[src/rtl/alu_arbiter.sv]
// Two-requester front end for one shared combinational ALU: arbitrate, issue, return result.
// Define ALU_ARB_FIXED_PRIORITY_EN to make requester 0 always win ties (default: round-robin).
module alu_arbiter #(
    parameter int DATA_WIDTH = 8
) (
    input  logic                  clk,
    input  logic                  rst_n,
    input  logic                  req0_valid,
    output logic                  req0_ready,
    input  logic [DATA_WIDTH-1:0] req0_a,
    input  logic [DATA_WIDTH-1:0] req0_b,
    input  logic [2:0]            req0_op,
    output logic                  rsp0_valid,
    input  logic                  rsp0_ready,
    input  logic                  req1_valid,
    output logic                  req1_ready,
    input  logic [DATA_WIDTH-1:0] req1_a,
    input  logic [DATA_WIDTH-1:0] req1_b,
    input  logic [2:0]            req1_op,
    output logic                  rsp1_valid,
    input  logic                  rsp1_ready,
    output logic [DATA_WIDTH-1:0] rsp_data,
    output logic                  rsp_err,
    output logic [DATA_WIDTH-1:0] alu_a,
    output logic [DATA_WIDTH-1:0] alu_b,
    output logic [2:0]            alu_opcode,
    input  logic [DATA_WIDTH-1:0] alu_out,
    input  logic                  alu_less
);

    typedef enum logic [1:0] {IDLE, EXEC, RESP} state_t;

    localparam logic [2:0] OP_ADD = 3'b010;
    localparam logic [2:0] OP_SUB = 3'b110;
    localparam logic [2:0] OP_AND = 3'b000;
    localparam logic [2:0] OP_OR  = 3'b001;
    localparam logic [2:0] OP_SLT = 3'b111;

    state_t                state_q, state_d;
    logic                  last_grant_q, last_grant_d;
    logic                  grant_q, grant_d;
    logic [DATA_WIDTH-1:0] alu_a_q, alu_a_d;
    logic [DATA_WIDTH-1:0] alu_b_q, alu_b_d;
    logic [2:0]            alu_op_q, alu_op_d;
    logic [DATA_WIDTH-1:0] rsp_data_q, rsp_data_d;
    logic                  rsp_err_q, rsp_err_d;

    logic                  pick;
    logic [DATA_WIDTH-1:0] sel_a, sel_b;
    logic [2:0]            sel_op;
    logic                  sel_legal;
    logic                  rsp_hs;

    always_comb begin
        if (req0_valid && req1_valid) begin
`ifdef ALU_ARB_FIXED_PRIORITY_EN
            pick = 1'b0;
`else
            pick = ~last_grant_q;
`endif
        end else begin
            pick = ~req0_valid;
        end
        sel_a     = pick ? req1_a  : req0_a;
        sel_b     = pick ? req1_b  : req0_b;
        sel_op    = pick ? req1_op : req0_op;
        sel_legal = (sel_op == OP_ADD) || (sel_op == OP_SUB) || (sel_op == OP_AND) ||
                    (sel_op == OP_OR)  || (sel_op == OP_SLT);
        rsp_hs    = grant_q ? rsp1_ready : rsp0_ready;
    end

    always_comb begin
        state_d      = state_q;
        last_grant_d = last_grant_q;
        grant_d      = grant_q;
        alu_a_d      = alu_a_q;
        alu_b_d      = alu_b_q;
        alu_op_d     = alu_op_q;
        rsp_data_d   = rsp_data_q;
        rsp_err_d    = rsp_err_q;
        req0_ready   = 1'b0;
        req1_ready   = 1'b0;
        case (state_q)
            IDLE: begin
                if (rst_n && (req0_valid || req1_valid)) begin
                    req0_ready = ~pick;
                    req1_ready = pick;
                    grant_d    = pick;
                    if (sel_legal) begin
                        // ALU drive only moves on legal grants so an illegal op leaves it untouched
                        alu_a_d  = sel_a;
                        alu_b_d  = sel_b;
                        alu_op_d = sel_op;
                        state_d  = EXEC;
                    end else begin
                        rsp_data_d = '0;
                        rsp_err_d  = 1'b1;
                        state_d    = RESP;
                    end
                end
            end
            EXEC: begin
                rsp_data_d = (alu_op_q == OP_SLT) ? {{(DATA_WIDTH-1){1'b0}}, alu_less} : alu_out;
                rsp_err_d  = 1'b0;
                state_d    = RESP;
            end
            RESP: begin
                if (rsp_hs) begin
                    last_grant_d = grant_q;
                    state_d      = IDLE;
                end
            end
            default: state_d = IDLE;
        endcase
    end

    always_ff @(posedge clk) begin
        if (!rst_n) begin
            state_q      <= IDLE;
            last_grant_q <= 1'b1;
            grant_q      <= 1'b0;
            alu_a_q      <= '0;
            alu_b_q      <= '0;
            alu_op_q     <= 3'b000;
            rsp_data_q   <= '0;
            rsp_err_q    <= 1'b0;
        end else begin
            state_q      <= state_d;
            last_grant_q <= last_grant_d;
            grant_q      <= grant_d;
            alu_a_q      <= alu_a_d;
            alu_b_q      <= alu_b_d;
            alu_op_q     <= alu_op_d;
            rsp_data_q   <= rsp_data_d;
            rsp_err_q    <= rsp_err_d;
        end
    end

    assign rsp0_valid = (state_q == RESP) && !grant_q;
    assign rsp1_valid = (state_q == RESP) &&  grant_q;
    assign rsp_data   = rsp_data_q;
    assign rsp_err    = rsp_err_q;
    assign alu_a      = alu_a_q;
    assign alu_b      = alu_b_q;
    assign alu_opcode = alu_op_q;

endmodule

[config.mk]
export PLATFORM = sky130hd
export DESIGN_NAME = alu_arbiter
export DESIGN_NICKNAME = d
export VERILOG_FILES = /design/src/rtl/alu_arbiter.sv
export SDC_FILE = /design/constraint.sdc
export NUM_CORES = 1
export LEC_CHECK = 0
export CAP_MARGIN = 15
export CELL_PAD_IN_SITES_DETAIL_PLACEMENT = 0
export CELL_PAD_IN_SITES_GLOBAL_PLACEMENT = 1
export CORE_ASPECT_RATIO = 1.1
export CORE_UTILIZATION = 30
export DETAILED_ROUTE_END_ITERATION = 16
export PLACE_DENSITY_LB_ADDON = 0.1
export SYNTH_ARGS = -nofsm -noshare
export SYNTH_HDL_FRONTEND = slang
export SYNTH_SLANG_ARGS = --single-unit
[constraint.sdc]
create_clock -name clk -period 4.72 [get_ports clk]
set_clock_uncertainty 0.1 [all_clocks]
set_input_delay 0.944 -clock clk [delete_from_list [all_inputs] [get_ports clk]]
set_output_delay 0.944 -clock clk [all_outputs]
set_load 0.03 [all_outputs]
==> key figures <==
Die
  • DIE HEIGHT: 79.3 um
  • Core Rows: 27
  • Die width: 72.2 um
  • Initial Utilization: 31.9%
  • Io pins: 85
  • Die area: 5720 um^2
  • Core Footprint: 5100 um^2

Drt
  • Drt pass-1 iters: 4
  • DRT iter0 DRCs: 37
  • Routed Antenna Nets: 0
  • DRC viols: 0
  • Vias: 1,593
  • DR WL/cell: 14.1 um
  • DRT Wirelength: 4550 um
  • Via density: 4.93

Placement
  • Final HPWL DP: 3190 um
  • IO Port Bufs: 84
  • Gp weighted congestion: 0.780
  • Placed Instance Area: 2520 um^2
  • Pre-CTS WS: 582 ps

Logic synthesis
  • Syn_nets: 222
  • Syn_area_per_cell: 9.63 um^2
  • Sequential area share after synthesis: 39.4%
  • Post-synth EDFFs: 0
  • FF+latch count, synth: 32
  • Main synth FF type: dfxtp_1
  • Ys async rst share: 0%
  • Syn. warnings: 0
  • Synth Cell Area: 1630 um^2
  • Count of different cell masters after synthesis: 29
  • Post-synthesis cell count: 169

Worst setup path
  • R2R Path Start: last_grant_q
  • Cell mode on critical path: clkdlybuf4s50_1
  • CP max stage delay: 690 ps
  • Setup crit start: rst_n
  • RR Endpoint: alu_opcode[0]
  • R2R cell count: 4
  • Required time of the critical path: 3680 ps
  • Startpoint types: input port
  • Worst R2R Setup Slack: 2300 ps
  • Crit path DAT: 3090 ps
  • Worst path cell trace: clkdlybuf4s50_1 -> inv_2 -> or4_4 -> a21oi_1 -> clkdlybuf4s50_1
  • Category of the most critical setup path: in -> out
  • Slowest-stage cell, CP: clkdlybuf4s50_1
  • Worst Path Max Fanout: 22
  • Worst Setup End Kind: primary output

Clock tree
  • Skew-Pair Late Insertion Delay: 280 ps
  • Post-CTS Hold Buffers: 0
  • CTS Buffer Depth: 2
  • CTS tree: done
  • H-tree levels: 2
  • Setup Buffers After CTS: 0
  • Clock Tree Root: clkbuf_8
  • Post_cts resized: 0
  • Num CTS Buffers: 5
  • Clock-pin slew on the worst setup and hold paths: 70 ps
  • Clock sinks: 32

Final layout
  • Area grow syn2layout: 61.6%
  • Post-route cell area: 2630 um^2
  • Final #Nets: 303
  • Share of cells above drive strength 1: 13.5%
  • Diode count: 0
  • Filler instances: 492

Pwr
  • Sequential power share: 37.0%
  • Sw power: 260 uW
  • Clock share of power: 31.5%
  • Fraction of power consumed by combinational cells: 31.5%
  • Internal: 575 uW
  • Switching share of power: 31.1%
  • Maximum vdd drop: 0.000221 V
  • Cell Pwr Density: 317 nW/um^2
  • P_leak: 0.000958 uW

STA
  • Worst-margin pin slew: 1090 ps
  • Max_slew headroom: 27.5%
  • Final TNS setup: 0 ps
  • Final setup margin: 584 ps
  • Final Hold Fails: 0
  • Max-slew violation count: 0
  • RSZ-0062 raised after global routing: false
  • Final setup fails: 0
  • Peak Freq: 242 MHz
  • Final min period: 4140 ps
  • Final Cycle Share: 87.6%

Global routing
  • Number of global-route vias before repair: 1,575
  • Initial antenna violation count: 0
  • First-pass GRT wire length: 7450 um
  • Largest net degree at the start of global routing: 24
  • Total grt overflow: 0
  • Tot GR Track Use: 16.7%

Flow run
  • Max Cap Violations: 0

Worst hold path
  • Min-delay worst type: reg -> reg
  • End of the worst hold path: rsp_err
  • Worst hold path depth: 2
  • Worst hold path startpoint: rsp_err

Outcome
  • Status: finished clean
## cell families after synthesis
logic type | count (synthesis) | share of synthesized area, %
AND/OR/NAND/NOR | 40 | 14.2
multiplexers | 3 | 1.84
AO/OA/AOI/OAI | 57 | 35.1
flip-flops | 32 | 39.4
buffers and inverters | 37 | 9.53
## how the worst max path moves through the flow
stage	endpoint
2_1_floorplan	req1_ready
3_3_place_gp	req1_ready
3_5_place_dp	req1_ready
4_1_cts	req1_ready
5_1_grt	req1_ready
6_report	req1_ready
## metrics by stage
step / power, uW / utilization [%] / cells / hold WS, ps
2_1_floorplan: 469 / - / 169 / 379
3_3_place_gp: 581 / 49.4 / 315 / 340
3_5_place_dp: 580 / 49.4 / 315 / 344
4_1_cts: 849 / 51.6 / 323 / 356
5_1_grt: 881 / 51.6 / 323 / 373
6_report: 835 / 51.6 / 323 / 349
## metal layers
layer  wire length, um  global-route usage, %  part of all wire (%)
met3               258                   4.70                   5.7
met4                43                   5.29                  0.94
met5                 0                      0                     0
met1              1970                   20.6                    43
met2              2280                   28.0                    50
## cell usage after synthesis (all sizes together), types with 2 or more instances
cell type	instances	share of area, %
a211oi	19	8.8
buf	3	1.7
a21oi	5	1.5
clkbuf	11	2.5
a32o	7	4.3
inv	23	5.3
and2	2	0.77
a221oi	18	17
nor2	4	0.92
and3	19	7.3
nand3	2	0.61
nand2	6	1.5
nor2b	2	0.77
a21o	2	0.92
mux2i	3	1.8
dfxtp	32	39
nand2b	2	0.77
## cell usage in the layout (no fill, tap or decap), types with 2 or more instances in the layout
master,Yosys,final
and2_1,2,2
clkbuf_8,0,5
nand3_1,2,2
buf_4,0,4
dfxtp_1,32,32
a32o_1,7,7
and3_1,19,19
a221oi_2,18,18
nand2b_1,2,2
clkdlybuf4s50_1,0,84
a21oi_1,5,5
inv_1,21,21
a211oi_1,19,19
nor2_1,4,4
inv_2,2,2
mux2i_1,3,3
nand2_1,5,5
a21o_1,2,2
nor2b_1,2,2
## critical path, delay by kind of cell
kind	cells	cell delay [ps]
buffers and inverters	3	1310
AND/OR/NAND/NOR	1	630
AO/OA/AOI/OAI	1	190
## power groups by stage
stage                     sequential (uW)  clock (uW)  combinational (uW)
after floorplan                       356           0                 113
final                                 309         263                 263
after global routing                  313         286                 282
after global placement                315           0                 265
after detailed placement              316           0                 264
after CTS                             310         274                 265
## flip-flops by register name, indices dropped and copies added, names as in the netlist
name          cells
alu_b             8
alu_opcode        3
rsp_err           1
rsp_data          8
alu_a             8
state_q           2
last_grant_q      1
grant_q           1
## final cells by class
type,count,area [um^2],share of cell area (%)
Clock inverter,3,42.5,1.62
Tap cell,72,90.1,3.42
Inverter,23,86.3,3.28
Sequential cell,32,641,24.3
Multi-Input combinational cell,100,832,31.6
Clock buffer,5,68.8,2.62
Timing Repair Buffer,88,871,33.1
Note: power is estimated with default switching activity, not from simulation.
